$ cat src/rtl/updown_decoder_pkg.sv
// Shared types and constants for the up/down pump pulse decoder.
package updown_decoder_pkg;

   typedef enum logic [2:0] {
      StIdle,
      StArm,
      StMeasure,
      StScale,
      StHold
   } state_e;

   localparam int unsigned ARM_CYCLES = 2;

   // Synced pair is packed as {up_n, down_n}; both pulses are active-low.
   localparam logic [1:0] UP_ACTIVE    = 2'b01;
   localparam logic [1:0] DN_ACTIVE    = 2'b10;
   localparam logic [1:0] IDLE_PAIR    = 2'b11;
   localparam logic [1:0] ILLEGAL_PAIR = 2'b00;

   function automatic bit params_legal(input int unsigned win_log2,
                                       input int unsigned cnt_w,
                                       input int unsigned out_w);
      return (cnt_w >= win_log2 + 2) && (out_w >= cnt_w + 15);
   endfunction

endpackage

$ cat src/rtl/updown_sync.sv
// Two-flop retimer for the active-low up/down pulse pair; resets to the inactive level.
module updown_sync
   import updown_decoder_pkg::*;
(
   input  logic       clk_i,
   input  logic       rst_i,
   input  logic       up_n_i,
   input  logic       down_n_i,
   output logic [1:0] pair_o
);

   logic [1:0] meta_q;
   logic [1:0] sync_q;

   always_ff @(posedge clk_i) begin
      if (rst_i) begin
         meta_q <= IDLE_PAIR;
         sync_q <= IDLE_PAIR;
      end else begin
         meta_q <= {up_n_i, down_n_i};
         sync_q <= meta_q;
      end
   end

   assign pair_o = sync_q;

endmodule

$ cat src/rtl/updown_decoder.sv
// Counts up-minus-down pump cycles over a 2^WIN_LOG2 window, scales by the latched divider
// exponent and returns the signed estimate through a valid/ready handshake.
module updown_decoder
   import updown_decoder_pkg::*;
#(
   parameter int unsigned WIN_LOG2 = 16,
   parameter int unsigned CNT_W    = 24,
   parameter int unsigned OUT_W    = 40
) (
   input  logic                    CLK67MHZ,
   input  logic                    resetPort,
   input  logic                    upPort,
   input  logic                    downPort,
   input  logic [3:0]              shiftIn,
   input  logic                    startPort,
   input  logic                    readyIn,
   output logic signed [OUT_W-1:0] kvalOut,
   output logic                    validPort,
   output logic                    busyPort,
   output logic                    errPort
);

   if (!params_legal(WIN_LOG2, CNT_W, OUT_W)) begin : g_param_check
      $error("updown_decoder: illegal WIN_LOG2/CNT_W/OUT_W combination");
   end

   localparam int unsigned CntW = (WIN_LOG2 > 0) ? WIN_LOG2 : 1;
   localparam logic [CntW-1:0] WinLast = CntW'((1 << WIN_LOG2) - 1);
   localparam logic [CntW-1:0] ArmLast = CntW'(ARM_CYCLES - 1);

   state_e                    state_q, state_d;
   logic [CntW-1:0]           cnt_q, cnt_d;
   logic signed [CNT_W-1:0]   acc_q, acc_d;
   logic [3:0]                shift_q, shift_d;
   logic signed [OUT_W-1:0]   kval_q, kval_d;
   logic                      valid_q, valid_d;
   logic                      err_q, err_d;
   logic                      start_accept;
   logic [1:0]                pair;
   logic signed [OUT_W-1:0]   acc_ext;

   updown_sync u_sync (
      .clk_i    (CLK67MHZ),
      .rst_i    (resetPort),
      .up_n_i   (upPort),
      .down_n_i (downPort),
      .pair_o   (pair)
   );

   assign acc_ext = {{(OUT_W-CNT_W){acc_q[CNT_W-1]}}, acc_q};

   always_ff @(posedge CLK67MHZ) begin
      if (resetPort) begin
         state_q <= StIdle;
         cnt_q   <= '0;
         acc_q   <= '0;
         shift_q <= '0;
         kval_q  <= '0;
         valid_q <= 1'b0;
         err_q   <= 1'b0;
      end else begin
         state_q <= state_d;
         cnt_q   <= cnt_d;
         acc_q   <= acc_d;
         shift_q <= shift_d;
         kval_q  <= kval_d;
         valid_q <= valid_d;
         err_q   <= err_d;
      end
   end

   always_comb begin
      state_d      = state_q;
      cnt_d        = cnt_q;
      acc_d        = acc_q;
      shift_d      = shift_q;
      kval_d       = kval_q;
      valid_d      = valid_q;
      err_d        = err_q;
      start_accept = 1'b0;

      unique case (state_q)
         StIdle: begin
            if (startPort) start_accept = 1'b1;
         end
         StArm: begin
            if (cnt_q == ArmLast) begin
               cnt_d   = '0;
               state_d = StMeasure;
            end else begin
               cnt_d = cnt_q + CntW'(1);
            end
         end
         StMeasure: begin
            case (pair)
               UP_ACTIVE:    acc_d = acc_q + CNT_W'(1);
               DN_ACTIVE:    acc_d = acc_q - CNT_W'(1);
               ILLEGAL_PAIR: err_d = 1'b1;
               default:      acc_d = acc_q;
            endcase
            if (cnt_q == WinLast) begin
               cnt_d   = '0;
               state_d = StScale;
            end else begin
               cnt_d = cnt_q + CntW'(1);
            end
         end
         StScale: begin
            kval_d  = acc_ext <<< shift_q;
            valid_d = 1'b1;
            state_d = StHold;
         end
         StHold: begin
            if (valid_q && readyIn) begin
               valid_d = 1'b0;
               state_d = StIdle;
               if (startPort) start_accept = 1'b1;
            end
         end
         default: state_d = StIdle;
      endcase

      // An accepted start overrides whatever the state decode chose.
      if (start_accept) begin
         state_d = StArm;
         cnt_d   = '0;
         acc_d   = '0;
         shift_d = shiftIn;
         err_d   = 1'b0;
      end
   end

   assign kvalOut   = kval_q;
   assign validPort = valid_q;
   assign busyPort  = (state_q != StIdle);
   assign errPort   = err_q;

endmodule

$ cat config.mk
export PLATFORM = sky130hd
export DESIGN_NAME = updown_decoder
export DESIGN_NICKNAME = d
export VERILOG_FILES = /design/src/rtl/updown_decoder_pkg.sv /design/src/rtl/updown_sync.sv /design/src/rtl/updown_decoder.sv
export SDC_FILE = /design/constraint.sdc
export NUM_CORES = 1
export LEC_CHECK = 0
export BUFFER_PORTS_ARGS = -buffer_cell sky130_fd_sc_hd__buf_4
export CORE_MARGIN = 2
export CORE_UTILIZATION = 51
export DETAILED_ROUTE_END_ITERATION = 10
export GPL_ROUTABILITY_DRIVEN = 0
export PLACE_DENSITY = 0.8
export REMOVE_ABC_BUFFERS = 1
export SYNTH_ARGS = -nofsm -noshare
export SYNTH_HDL_FRONTEND = slang
export SYNTH_SLANG_ARGS = --single-unit
$ cat constraint.sdc
create_clock -name CLK67MHZ -period 7.3 [get_ports CLK67MHZ]
set_input_delay 0.73 -clock CLK67MHZ [delete_from_list [all_inputs] [get_ports CLK67MHZ]]
set_output_delay 0.73 -clock CLK67MHZ [all_outputs]
set_load 0.01 [all_outputs]
## After elaboration in Yosys (flattened, before gate mapping)

Index checks and enable logic that the tools add are counted.

| storage, ports and cells | value |
|---|---|
| output and inout bits | 43 |
| word-level logic and storage cells | 57 |
| flip-flop bits (word level) | 93 |

| cells by class | value |
|---|---|
| mux-type cells | 14 |
| bitwise operators | 1 |
| equal/unequal tests | 15 |
| $add $sub $neg | 3 |
| shift-type cells | 1 |
| reductions and logical operators | 13 |

Operators by type and width:

| kind | number |
|---|---|
| 24-bit one-hot mux with 2 select lines | 1 |
| 24-bit by 4-bit <<< shifter with 40-bit output | 1 |
| 16-bit 2-to-1 mux | 2 |
| 16-bit one-hot mux with 2 select lines | 1 |
| 24-bit by 2-bit adder with 24-bit output (second input constant) | 1 |
| 24-bit by 2-bit subtractor with 24-bit output (second input constant) | 1 |
| 16-bit by 1-bit adder with 16-bit output (second input constant) | 1 |
| 16-bit by 1-bit == test with 1-bit output (second input constant) | 1 |
| 16-bit == test (second input constant) | 1 |
| 3-bit one-hot mux with 5 select lines | 1 |
| 3-bit 2-to-1 mux | 3 |
| 3-bit != test (second input constant) | 3 |
| 2-bit != test (second input constant) | 4 |
| 4-bit AND reduction | 2 |
| 3-bit by 2-bit == test with 1-bit output (second input constant) | 2 |
| 2-bit AND reduction | 3 |
| 2-bit nonzero test | 3 |
| 1-bit 2-to-1 mux | 4 |
| 1-bit one-hot mux with 2 select lines | 2 |
| 3-bit by 1-bit == test with 1-bit output (second input constant) | 1 |
| 3-bit == test (second input constant) | 1 |
| 3-bit logical NOT | 1 |
| 3-bit nonzero test | 1 |
| 2-bit by 1-bit == test with 1-bit output (second input constant) | 1 |
| other kinds (5) | 5 |

## Logic depth before layout (Yosys ltp)

Gate-level depths: netlist of run 1.

| logic depth | value |
|---|---|
| depth in word-level cells | 5 |
| mapped depth | 15 |
| mapped depth without buffers | 11 |

## Modules after synthesis

Synthesis of run 1 repeated with hierarchy kept, for this count alone.

| unflattened totals | value |
|---|---|
| cell total of the unflattened synthesis | 811 |
| area total of the unflattened synthesis | 6,336.1 µm² |

By module, submodules not included:

| module | area an instance (µm²) | cells each | times used |
|---|---|---|---|
| updown_decoder | 6,231.0 | 803 | 1 |
| updown_sync | 105.1 | 8 | 1 |

## Worst setup path before layout of run 1

No wires, ideal clock.

| timing path | value |
|---|---|
| kind | register -> register |
| start point | register u_sync.sync_q[0], in the netlist u_sync.pair_o[0] |
| end point | register acc_q[22] |
| clock period less this slack | 3.090 ns |
| path buffers | 4 |
| data arrival time | 3.024 ns |
| stages on the path, launching flop included | 16 |
| data required time | 7.234 ns |
| setup slack | 4.210 ns |
| library setup time | 0.066 ns |
| path through | dfxtp_1 inv_1 ha_1 buf_6 buf_6 buf_4 buf_2 xor2_1 ha_1 or3_4 a21oi_4 a211oi_2 o21a_1 or4_4 a31o_1 a21oi_2 |

| between the ends | value |
|---|---|
| longest elaborated chain between the ends | 3 |

Ends and longest elaborated chain:

| item | line | source |
|---|---|---|
| start: declaration | updown_sync.sv:13 | `logic [1:0] sync_q;` |
| start signal: assignment | updown_sync.sv:21 | `sync_q <= meta_q;` |
| 2-bit == test / 2-bit by 1-bit == test with 1-bit output (equally long branches) | updown_decoder.sv:95 | `case (pair)` |
| 2-bit nonzero test (no source line) | n/a |  |
| 2-bit AND reduction (no source line) | n/a |  |
| end signal: assignment | updown_decoder.sv:56 | `acc_q <= '0;` |
| end signal: assignment | updown_decoder.sv:64 | `acc_q <= acc_d;` |
| end: declaration | updown_decoder.sv:33 | `logic signed [CNT_W-1:0] acc_q, acc_d;` |

Several ways; a longest one is shown, not always the timed one.
A chain may end at the register's enable or synchronous reset.

## Worst setup path after layout of run 1

Ends and elaborated chain as after synthesis.

==> metrics.yaml, run 1 <==
detailed_routing:
  remaining_drc_errors: 0
  drtIter0Drc: 532
  drtPass1Iterations: 5
  ant_nets: 0
  routed_wl_um: 15000
  wire_per_inst_um: 15.7
  vias: 5751
  viasPerCell: 6.05
clock_network:
  cts_hold_buf: 0
  clock_path_buffers: 2
  clock_sinks: 92
  tritoncts: "done"
  htreeDepth: 3
  clk_pin_slew_worst_paths_ns: 0.06
  clock-root-buffer: "clkbuf_16"
  cts-buffers-inserted: 9
  cts_setup_buffers: 0
  ctsResizeCount: 0
  clk-insertion-delay-late_ns: 0.35
synth:
  ys.flop_type: "dfxtp_1"
  synth_warnings: 0
  synth-edff-count: 0
  synth_cell_type_count: 86
  syn_area_um2: 6360
  ys_seq_area_share_pct: 29.0
  synthArstFlopShare_pct: 0
  syn_area_per_cell_um2: 8.11
  syn_inst: 784
  synth-seq-cells: 92
critical_path:
  worstPathRequired_ns: 7.59
  cp_top_family: "compound AO/OA/AOI/OAI gates"
  cpMaxStageDelayCell: "buf_4"
  crit_path_max_incr_delay_ns: 0.48
  worstPathArrival_ns: 3.34
  path_class: "flop to flop"
  critical_path_depth: 12
  crit_path_end: "acc_q[22]"
  critPathMaxFanout: 61
  r2r.worst_path.cells: 12
  r2r_slack_ns: 4.24
  cp_cell_sequence: "inv_1 > ha_2 > buf_4 > xor2_1 > ha_1 > or3_4 > a21oi_4 > a211oi_2 > o21a_1 > or4_4 > a31o_1 > a21oi_2"
  crit_path_start: "u_sync.pair_o[0]"
  cp-end-kind: "flop"
  r2r_end: "acc_q[22]"
  crit_buf_inv: 2
  r2r-start: "u_sync.pair_o[0]"
  start_kind: "flop"
floorplan:
  ios: 53
  die_area_um2: 13400
  initial_core_util_pct: 52.5
  die_w_um: 116
  fp.coreArea_um2: 12100
  die_h_um: 116
  row_count: 40
cells_and_area:
  layout_common_cells: "101 x nor2_1, 92 x dfxtp_1, 59 x nand2_1, 59 x buf_4, 55 x a21oi_1"
  final_common_cell: "nor2_1"
  syn_to_final_growth_pct: 9.78
  num-nets-final: 794
  layout-drive-gt1-share_pct: 16.2
  diodes: 0
  stdcell_count: 951
pwr:
  internal-power_uw: 837
  pwr-share-clk_pct: 43.3
  leakagePower_uw: 0.00255
  ir_drop_mv: 0.0956
  swShare_pct: 25.5
  p_sw_uw: 286
  power_uw: 1120
  power_frac_seq_pct: 45.8
  p_comb_share_pct: 10.9
  pwr_density_cell_nw_per_um2: 161
global_route:
  antenna_found_initial: 0
  grt_pass1_wl_um: 24700
  grt_start_max_net_pins: 62
  track_usage_pct: 22.9
  grt_pass1_vias: 5155
  grt-ovfl-total: 0
sta:
  finalCritPeriodShare_pct: 41.9
  rsz0062_at_grt: "no"
  slew_viol_final: 0
  finalSetupViolations: 0
  hold_viol_final: 0
  period_needed_ns: 3.06
  tightest_slew_ns: 1.01
  max-slew-margin-rel_pct: 32.3
  tns_ns: 0
  max_freq_mhz: 327
  skew_ns: 0.00854
  layout_setup_ws_ns: 4.24
placed_design:
  numPlacedInstances: 935
  hpwl_um: 10000
  io_buffers: 52
  pre_cts_ws_ns: 4.29
outcome:
  outcome: "complete, no violations"
hold_path:
  hold_class: "flop to flop"
  hp-start: "u_sync.meta_q[0]"
job:
  drv_cap: 0
-- how the worst min path moves through the flow --
stage                             endpoint  slack (ns)  cells past startpoint
after floorplan           u_sync.pair_o[0]        0.39                      1
after global routing      u_sync.pair_o[1]        0.43                      1
after CTS                 u_sync.pair_o[1]        0.41                      1
after detailed placement  u_sync.pair_o[1]        0.40                      1
final                     u_sync.pair_o[0]        0.41                      1
after global placement    u_sync.pair_o[0]        0.40                      1
-- registers in the layout (all words and copies together) (netlist names), 2 cells and up --
| register | count |
|---|---|
| acc_q | 24 |
| cnt_q | 16 |
| kvalOut | 39 |
| shift_q | 4 |
| state_q | 3 |
| u_sync.meta_q | 2 |
| u_sync.pair_o | 2 |
-- worst reg2reg max path, cell delays in order, from the launching register on --
cell	delay (ns)
dfxtp_1	0.30
inv_1	0.09
ha_2	0.17
buf_4	0.48
xor2_1	0.16
ha_1	0.23
or3_4	0.34
a21oi_4	0.20
a211oi_2	0.07
o21a_1	0.23
or4_4	0.42
a31o_1	0.20
a21oi_2	0.10
-- layout make-up --
cell class / count / area, µm²
Clock buffer: 11 / 253
Clock inverter: 5 / 57.6
Fill cell: 1125 / 5130
Inverter: 13 / 48.8
Multi-Input combinational cell: 603 / 4120
Sequential cell: 92 / 1840
Tap cell: 168 / 210
Timing Repair Buffer: 59 / 443
-- cell usage after synthesis (all sizes together), types with 5 or more instances --
master  instances  share of area (%)
mux2i          45                7.1
clkbuf         48                2.9
nor2b           9               0.89
buf            28                2.6
and3           14                1.4
xor2           14                1.9
a22oi           5               0.67
ha              6                1.2
a32oi           6               0.94
o211ai          8               0.94
nor4           10                1.1
dfxtp          92                 29
nor3b           6               0.94
o31a            9                1.2
o21ai          39                3.1
a21oi          58                4.9
nor3           20                1.7
a21o            5               0.59
nand3          17                1.3
nand2          59                3.5
or3             9               0.96
nand3b          6               0.91
a211oi         28                3.4
nor2          102                6.1
and4b           5               0.79
inv            13               0.77
xnor2          17                2.3
mux2            8                1.4
and2            7               0.69
nand2b          8               0.79
mux4           14                5.0
a21boi          5               0.59
nand4           5               0.49
o31ai           5               0.67
-- through the flow --
step	hold slack (ns)	instance area, µm²	utilization (%)
after CTS	0.412	6980	57.6
after floorplan	0.389	6010	-
after global placement	0.395	6670	55.1
after detailed placement	0.397	6670	55.1
final	0.413	6980	57.6
after global routing	0.428	6980	57.6
-- per-layer routing --
layer | vias to the layer above | global-route usage (%) | part of all wire [%]
met1 | 2729 | 29.8 | 46
met3 | 26 | 3.97 | 5.0
li1 | 2832 | - | -
met5 | - | 0 | 0
met2 | 164 | 38.0 | 47
met4 | 0 | 9.37 | 2.4
-- cells by family (layout without fill, tap and decap cells) --
| group | Yosys count | count (layout) | synth area share [%] |
|---|---|---|---|
| buf+inv | 89 | 88 | 6.26 |
| xor+xnor | 31 | 31 | 4.27 |
| simple gates | 293 | 293 | 23.6 |
| flops | 92 | 92 | 29.0 |
| fa+ha+maj | 6 | 6 | 1.18 |
| compound gates | 206 | 206 | 22.2 |
| mux | 67 | 67 | 13.5 |
-- power by group through the flow --
stage	sequential (µW)	clock, µW	combinational (µW)
6_report	515	486	122
5_1_grt	515	515	133
4_1_cts	515	494	121
3_5_place_dp	526	0	121
3_3_place_gp	526	0	119
2_1_floorplan	541	0	70.2
No activity file was read; power rests on OpenSTA's default activity.
==> inputs of run 2 (changes only) <==
clock period = 2.9 ns   (was 7.3 ns; I/O delays follow)
==> run 2 against run 1 <==
Sequential power rose to 2.5 times the previous value. Clock skew down 0.0018 ns. Cell count up 1.3%. Largest power group unchanged.
==> metrics.yaml, run 2 (same netlist as run 1, synthesis figures left out) <==
clock_network:
  cts-buffers-inserted: 9  # unchanged
  tritoncts: "done"  # unchanged
  cts_setup_buffers: 0  # unchanged
  clock-root-buffer: "clkbuf_16"  # unchanged
  clock_path_buffers: 2  # unchanged
  htreeDepth: 3  # unchanged
  clk_pin_slew_worst_paths_ns: 0.07  # was 0.06 ns
  clk-insertion-delay-late_ns: 0.36  # was 0.35 ns
  clock_sinks: 92  # unchanged
  ctsResizeCount: 0  # unchanged
  cts_hold_buf: 0  # unchanged
global_route:
  grt-ovfl-total: 0  # unchanged
  grt_start_max_net_pins: 61  # was 62
  track_usage_pct: 24.3  # was 22.9%
  antenna_found_initial: 0  # unchanged
  grt_pass1_wl_um: 26000  # was 24700 µm
  grt_pass1_vias: 5229  # was 5155
floorplan:
  die_h_um: 116  # unchanged
  ios: 53  # unchanged
  die_area_um2: 13400  # unchanged
  fp.coreArea_um2: 12100  # unchanged
  row_count: 40  # unchanged
  initial_core_util_pct: 52.5  # unchanged
  die_w_um: 116  # unchanged
critical_path:
  crit_path_max_incr_delay_ns: 0.30  # was 0.48 ns
  critPathMaxFanout: 60  # was 61
  path_class: "flop to flop"  # unchanged
  worstPathArrival_ns: 2.84  # was 3.34 ns
  r2r_slack_ns: 0.30  # was 4.24 ns
  cp_top_family: "compound AO/OA/AOI/OAI gates"  # unchanged
  cp-end-kind: "flop"  # unchanged
  crit_buf_inv: 3  # was 2
  cp_cell_sequence: "inv_1 > ha_2 > buf_12 > and4b_1 > a32oi_1 > a211oi_1 > buf_4 > o211ai_1 > mux2i_1 > and3_1 > nor3_2"  # was inv_1 > ha_2 > buf_4 > xor2_1 > ha_1 > or3_4 > a21oi_4 > a211oi_2 > o21a_1 > or4_4 > a31o_1 > a21oi_2
  r2r.worst_path.cells: 11  # was 12
  r2r-start: "u_sync.pair_o[0]"  # unchanged
  cpMaxStageDelayCell: "dfxtp_1"  # was buf_4
  worstPathRequired_ns: 3.14  # was 7.59 ns
  start_kind: "flop"  # unchanged
  r2r_end: "acc_q[23]"  # was acc_q[22]
cells_and_area:
  layout_common_cells: "101 x nor2_1, 92 x dfxtp_1, 70 x buf_4, 59 x nand2_1, 55 x a21oi_1"  # was 101 x nor2_1, 92 x dfxtp_1, 59 x nand2_1, 59 x buf_4, 55 x a21oi_1
  diodes: 0  # unchanged
  stdcell_count: 963  # was 951
  syn_to_final_growth_pct: 11.0  # was 9.78%
  utilization_pct: 58.3  # was 57.6%
  largest_reg_flops: 39  # unchanged
  final_common_cell: "nor2_1"  # unchanged
  num-nets-final: 806  # was 794
  layout-drive-gt1-share_pct: 17.5  # was 16.2%
  post-route-cell-area_um2: 7060  # was 6980 µm²
placed_design:
  hpwl_um: 10900  # was 10000 µm
  place_area_um2: 6770  # was 6670 µm²
  io_buffers: 52  # unchanged
  numPlacedInstances: 947  # was 935
pwr:
  power_frac_seq_pct: 46.8  # was 45.8%
  pwr-share-clk_pct: 41.3  # was 43.3%
  internal-power_uw: 2030  # was 837 µW
  leakagePower_uw: 0.00259  # was 0.00255 µW
  pwr_density_cell_nw_per_um2: 392  # was 161 nW/µm²
  p_comb_share_pct: 11.9  # was 10.9%
  p_sw_uw: 737  # was 286 µW
  ir_drop_mv: 0.243  # was 0.0956 mV
  swShare_pct: 26.6  # was 25.5%
detailed_routing:
  vias: 5808  # was 5751
  drtIter0Drc: 573  # was 532
  routed_wl_um: 15600  # was 15000 µm
  remaining_drc_errors: 0  # unchanged
  wire_per_inst_um: 16.2  # was 15.7 µm
  drtPass1Iterations: 5  # unchanged
  viasPerCell: 6.03  # was 6.05
  ant_nets: 0  # unchanged
hold_path:
  min_path_cells: 2  # was 1
  hp-start: "downPort"  # was u_sync.meta_q[0]
  hold_class: "input port to flop"  # was flop to flop
  min_to: "u_sync.meta_q[0]"  # was u_sync.pair_o[0]
sta:
  slew_viol_final: 0  # unchanged
  finalCritPeriodShare_pct: 89.7  # was 41.9%
  skew_ns: 0.00673  # was 0.00854 ns
  rsz0062_at_grt: "no"  # unchanged
  hold_viol_final: 0  # unchanged
  max-slew-margin-rel_pct: 45.4  # was 32.3%
  tightest_slew_ns: 0.818  # was 1.01 ns
  period_needed_ns: 2.60  # was 3.06 ns
  finalSetupViolations: 0  # unchanged
  max_freq_mhz: 385  # was 327 MHz
outcome:
  outcome: "complete, no violations"  # unchanged
job:
  drv_cap: 0  # unchanged
## run 2: changes by cell type in the layout (fill, tap and decap cells not counted)
| cell | previous run | this run |
|---|---|---|
| buf_12 | 0 | 1 |
| clkinv_4 | 1 | 0 |
| buf_4 | 59 | 70 |
| bufinv_16 | 1 | 0 |
| clkinvlp_4 | 0 | 2 |
## run 2: per-stage QoR
stage / total power (µW) / setup WS, ns / hold slack [ns] / TNS, ns
global placement: 1640 / 0.382 / 0.428 / 0
finish: 2770 / 0.300 / 0.113 / 0
global route: 2870 / 0.0511 / 0.120 / 0
floorplan: 1540 / -0.545 / 0.359 / -4.69
detailed placement: 1650 / 0.321 / 0.440 / 0
CTS: 2780 / 0.303 / 0.111 / 0
## run 2: power by group through the flow
stage	registers [µW]	logic, µW	clock network [µW]
6_report	1300	329	1140
5_1_grt	1300	359	1210
4_1_cts	1300	327	1160
3_5_place_dp	1320	324	0
3_3_place_gp	1320	318	0
2_1_floorplan	1360	177	0
## run 2: final cells by class
type                       instances  area, µm²
clock buffer                      11        253
clock inverter                     5       33.8
fill                            1112       5050
inverter                          13       48.8
multi-input combinational        603       4120
sequential                        92       1840
tap                              168        210
timing repair buffer              71        546
## run 2: how the worst max path moves through the flow
stage	startpoint	endpoint	slack, ns	cells after the start
2_1_floorplan	u_sync.pair_o[0]	acc_q[22]	-0.55	11
5_1_grt	u_sync.pair_o[0]	acc_q[12]	0.05	11
3_3_place_gp	u_sync.pair_o[0]	acc_q[22]	0.38	11
6_report	u_sync.pair_o[0]	acc_q[23]	0.30	11
4_1_cts	u_sync.pair_o[0]	acc_q[22]	0.30	11
3_5_place_dp	u_sync.pair_o[0]	acc_q[22]	0.32	11
## run 2: metal layers
metal  vias up  wire (µm)  global-route usage [%]
li1       2858          -                       -
met1      2721       6970                    32.6
met2       195       7130                    38.1
met3        34       1010                    4.86
met4         0        516                    10.5
met5         -          0                       0
==> inputs of run 3 (changes only) <==
CTS_BUF_LIST = sky130_fd_sc_hd__clkbuf_4 sky130_fd_sc_hd__clkbuf_8   (was default)
SKIP_LAST_GASP = 1   (was default)
==> run 3 against run 2 <==
Hold slack got worse by 0.037 ns. Clock power is 26% lower. Register-to-register slack about the same. Cell count is the same. Flip-flop and latch count did not move. Die area stayed put. Clock skew grew 0.0028 ns. Total power decreased by 11%. Combinational power about the same. Critical endpoint is now acc_q[12].
==> metrics.yaml, run 3 (same netlist as run 1, synthesis figures left out) <==
cells_and_area:
  final_common_cell: "nor2_1"  # unchanged
  num-nets-final: 806  # unchanged
  layout_common_cells: "101 x nor2_1, 92 x dfxtp_1, 70 x buf_4, 59 x nand2_1, 55 x a21oi_1"  # unchanged
  largest_reg_flops: 39  # unchanged
  layout-drive-gt1-share_pct: 17.5  # unchanged
  diodes: 0  # unchanged
  syn_to_final_growth_pct: 9.43  # was 11.0%
outcome:
  outcome: "complete, no violations"  # unchanged
sta:
  tightest_slew_ns: 0.832  # was 0.818 ns
  tns_ns: 0  # unchanged
  skew_ns: 0.00951  # was 0.00673 ns
  finalSetupViolations: 0  # unchanged
  hold_viol_final: 0  # unchanged
  rsz0062_at_grt: "no"  # unchanged
  max-slew-margin-rel_pct: 44.5  # was 45.4%
  finalCritPeriodShare_pct: 90.0  # was 89.7%
  holdWs_ns: 0.0764  # was 0.113 ns
  period_needed_ns: 2.61  # was 2.60 ns
  layout_setup_ws_ns: 0.291  # was 0.300 ns
  max_freq_mhz: 383  # was 385 MHz
  slew_viol_final: 0  # unchanged
global_route:
  busiest_layer: "met2"  # unchanged
  grt-ovfl-total: 0  # unchanged
  use_met3_pct: 4.86  # unchanged
  grt_pass1_wl_um: 25800  # was 26000 µm
  track_usage_pct: 24.2  # was 24.3%
  grt_pass1_vias: 5191  # was 5229
  antenna_found_initial: 0  # unchanged
  met1_usage_pct: 32.6  # unchanged
  met2_usage_pct: 37.8  # was 38.1%
  grt_start_max_net_pins: 61  # unchanged
clock_network:
  tritoncts: "done"  # unchanged
  clock-root-buffer: "clkbuf_8"  # was clkbuf_16
  cts_hold_buf: 0  # unchanged
  ctsResizeCount: 0  # unchanged
  clock_sinks: 92  # unchanged
  cts-buffers-inserted: 9  # unchanged
  htreeDepth: 3  # unchanged
  clk-insertion-delay-late_ns: 0.39  # was 0.36 ns
  clock_path_buffers: 2  # unchanged
  clk_pin_slew_worst_paths_ns: 0.09  # was 0.07 ns
  cts_setup_buffers: 0  # unchanged
placed_design:
  io_buffers: 52  # unchanged
  pre_cts_ws_ns: 0.321  # unchanged
  hpwl_um: 10900  # unchanged
floorplan:
  die_area_um2: 13400  # unchanged
  die_h_um: 116  # unchanged
  row_count: 40  # unchanged
  ios: 53  # unchanged
  initial_core_util_pct: 52.5  # unchanged
  fp.coreArea_um2: 12100  # unchanged
  die_w_um: 116  # unchanged
detailed_routing:
  viasPerCell: 6.02  # was 6.03
  wire_per_inst_um: 16.2  # about the same
  drtIter0Drc: 603  # was 573
  remaining_drc_errors: 0  # unchanged
  drtPass1Iterations: 5  # unchanged
  routed_wl_um: 15600  # about the same
  ant_nets: 0  # unchanged
  vias: 5798  # was 5808
critical_path:
  cp-end-kind: "flop"  # unchanged
  r2r-start: "u_sync.pair_o[0]"  # unchanged
  start_kind: "flop"  # unchanged
  worstPathArrival_ns: 2.94  # was 2.84 ns
  path_class: "flop to flop"  # unchanged
  worstPathRequired_ns: 3.23  # was 3.14 ns
  critPathMaxFanout: 4  # was 60
  crit_path_start: "u_sync.pair_o[0]"  # unchanged
pwr:
  power_uw: 2460  # was 2770 µW
  pwr_density_cell_nw_per_um2: 354  # was 392 nW/µm²
  leakagePower_uw: 0.00254  # was 0.00259 µW
  ir_drop_mv: 0.168  # was 0.243 mV
job:
  drv_cap: 0  # unchanged
hold_path:
  hp-start: "downPort"  # unchanged
  hold_class: "input port to flop"  # unchanged
==> run 3: cell counts in the layout (fill, tap and decap cells not counted) <==
No cell type changed its count.
==> run 3: report_power, final <==
| group | switching, µW | internal (µW) |
|---|---|---|
| registers | 16.5 | 1280 |
| logic | 204 | 125 |
| clock network | 483 | 358 |
==> run 3: worst paths after layout <==
kind              cells after the start  slack, ns                to
setup reg to reg                     11       0.29         acc_q[12]
hold / removal                        2       0.08  u_sync.meta_q[0]
setup / recovery                     11       0.29         acc_q[12]
hold reg to reg                       2       0.45       kvalOut[20]
==> run 3: worst max-delay path: stages (launching register included) <==
cell and delay [ns]:
dfxtp_1 0.31, inv_1 0.10, ha_2 0.23, xor2_1 0.16, ha_1 0.20, a21boi_1 0.20
o22ai_2 0.13, o32ai_2 0.47, a21boi_1 0.14, xnor2_1 0.16, or3_1 0.30, a21oi_1 0.15
==> run 3: cell type report <==
cell class / instances / area, µm²
clock buffers: 11 / 151
clock inverters: 5 / 33.8
fillers: 1123 / 5160
inverters: 13 / 48.8
multi-input cells: 603 / 4120
flip-flops and latches: 92 / 1840
well taps: 168 / 210
repair buffers: 71 / 546
==> run 3: through the flow <==
stage / utilization (%) / std cells / area [µm²]
final: 57.4 / 963 / 6960
after global routing: 57.4 / 963 / 6960
after CTS: 57.4 / 963 / 6960
after detailed placement: 55.9 / 947 / 6770
after global placement: 55.9 / 947 / 6770
after floorplan: - / 708 / 6010
==> run 3: routing by layer <==
layer  vias to the layer above  wire length, µm
met2                       196             7140
met5                         -                0
li1                       2854                -
met3                        30              990
met4                         0              478
met1                      2718             7000
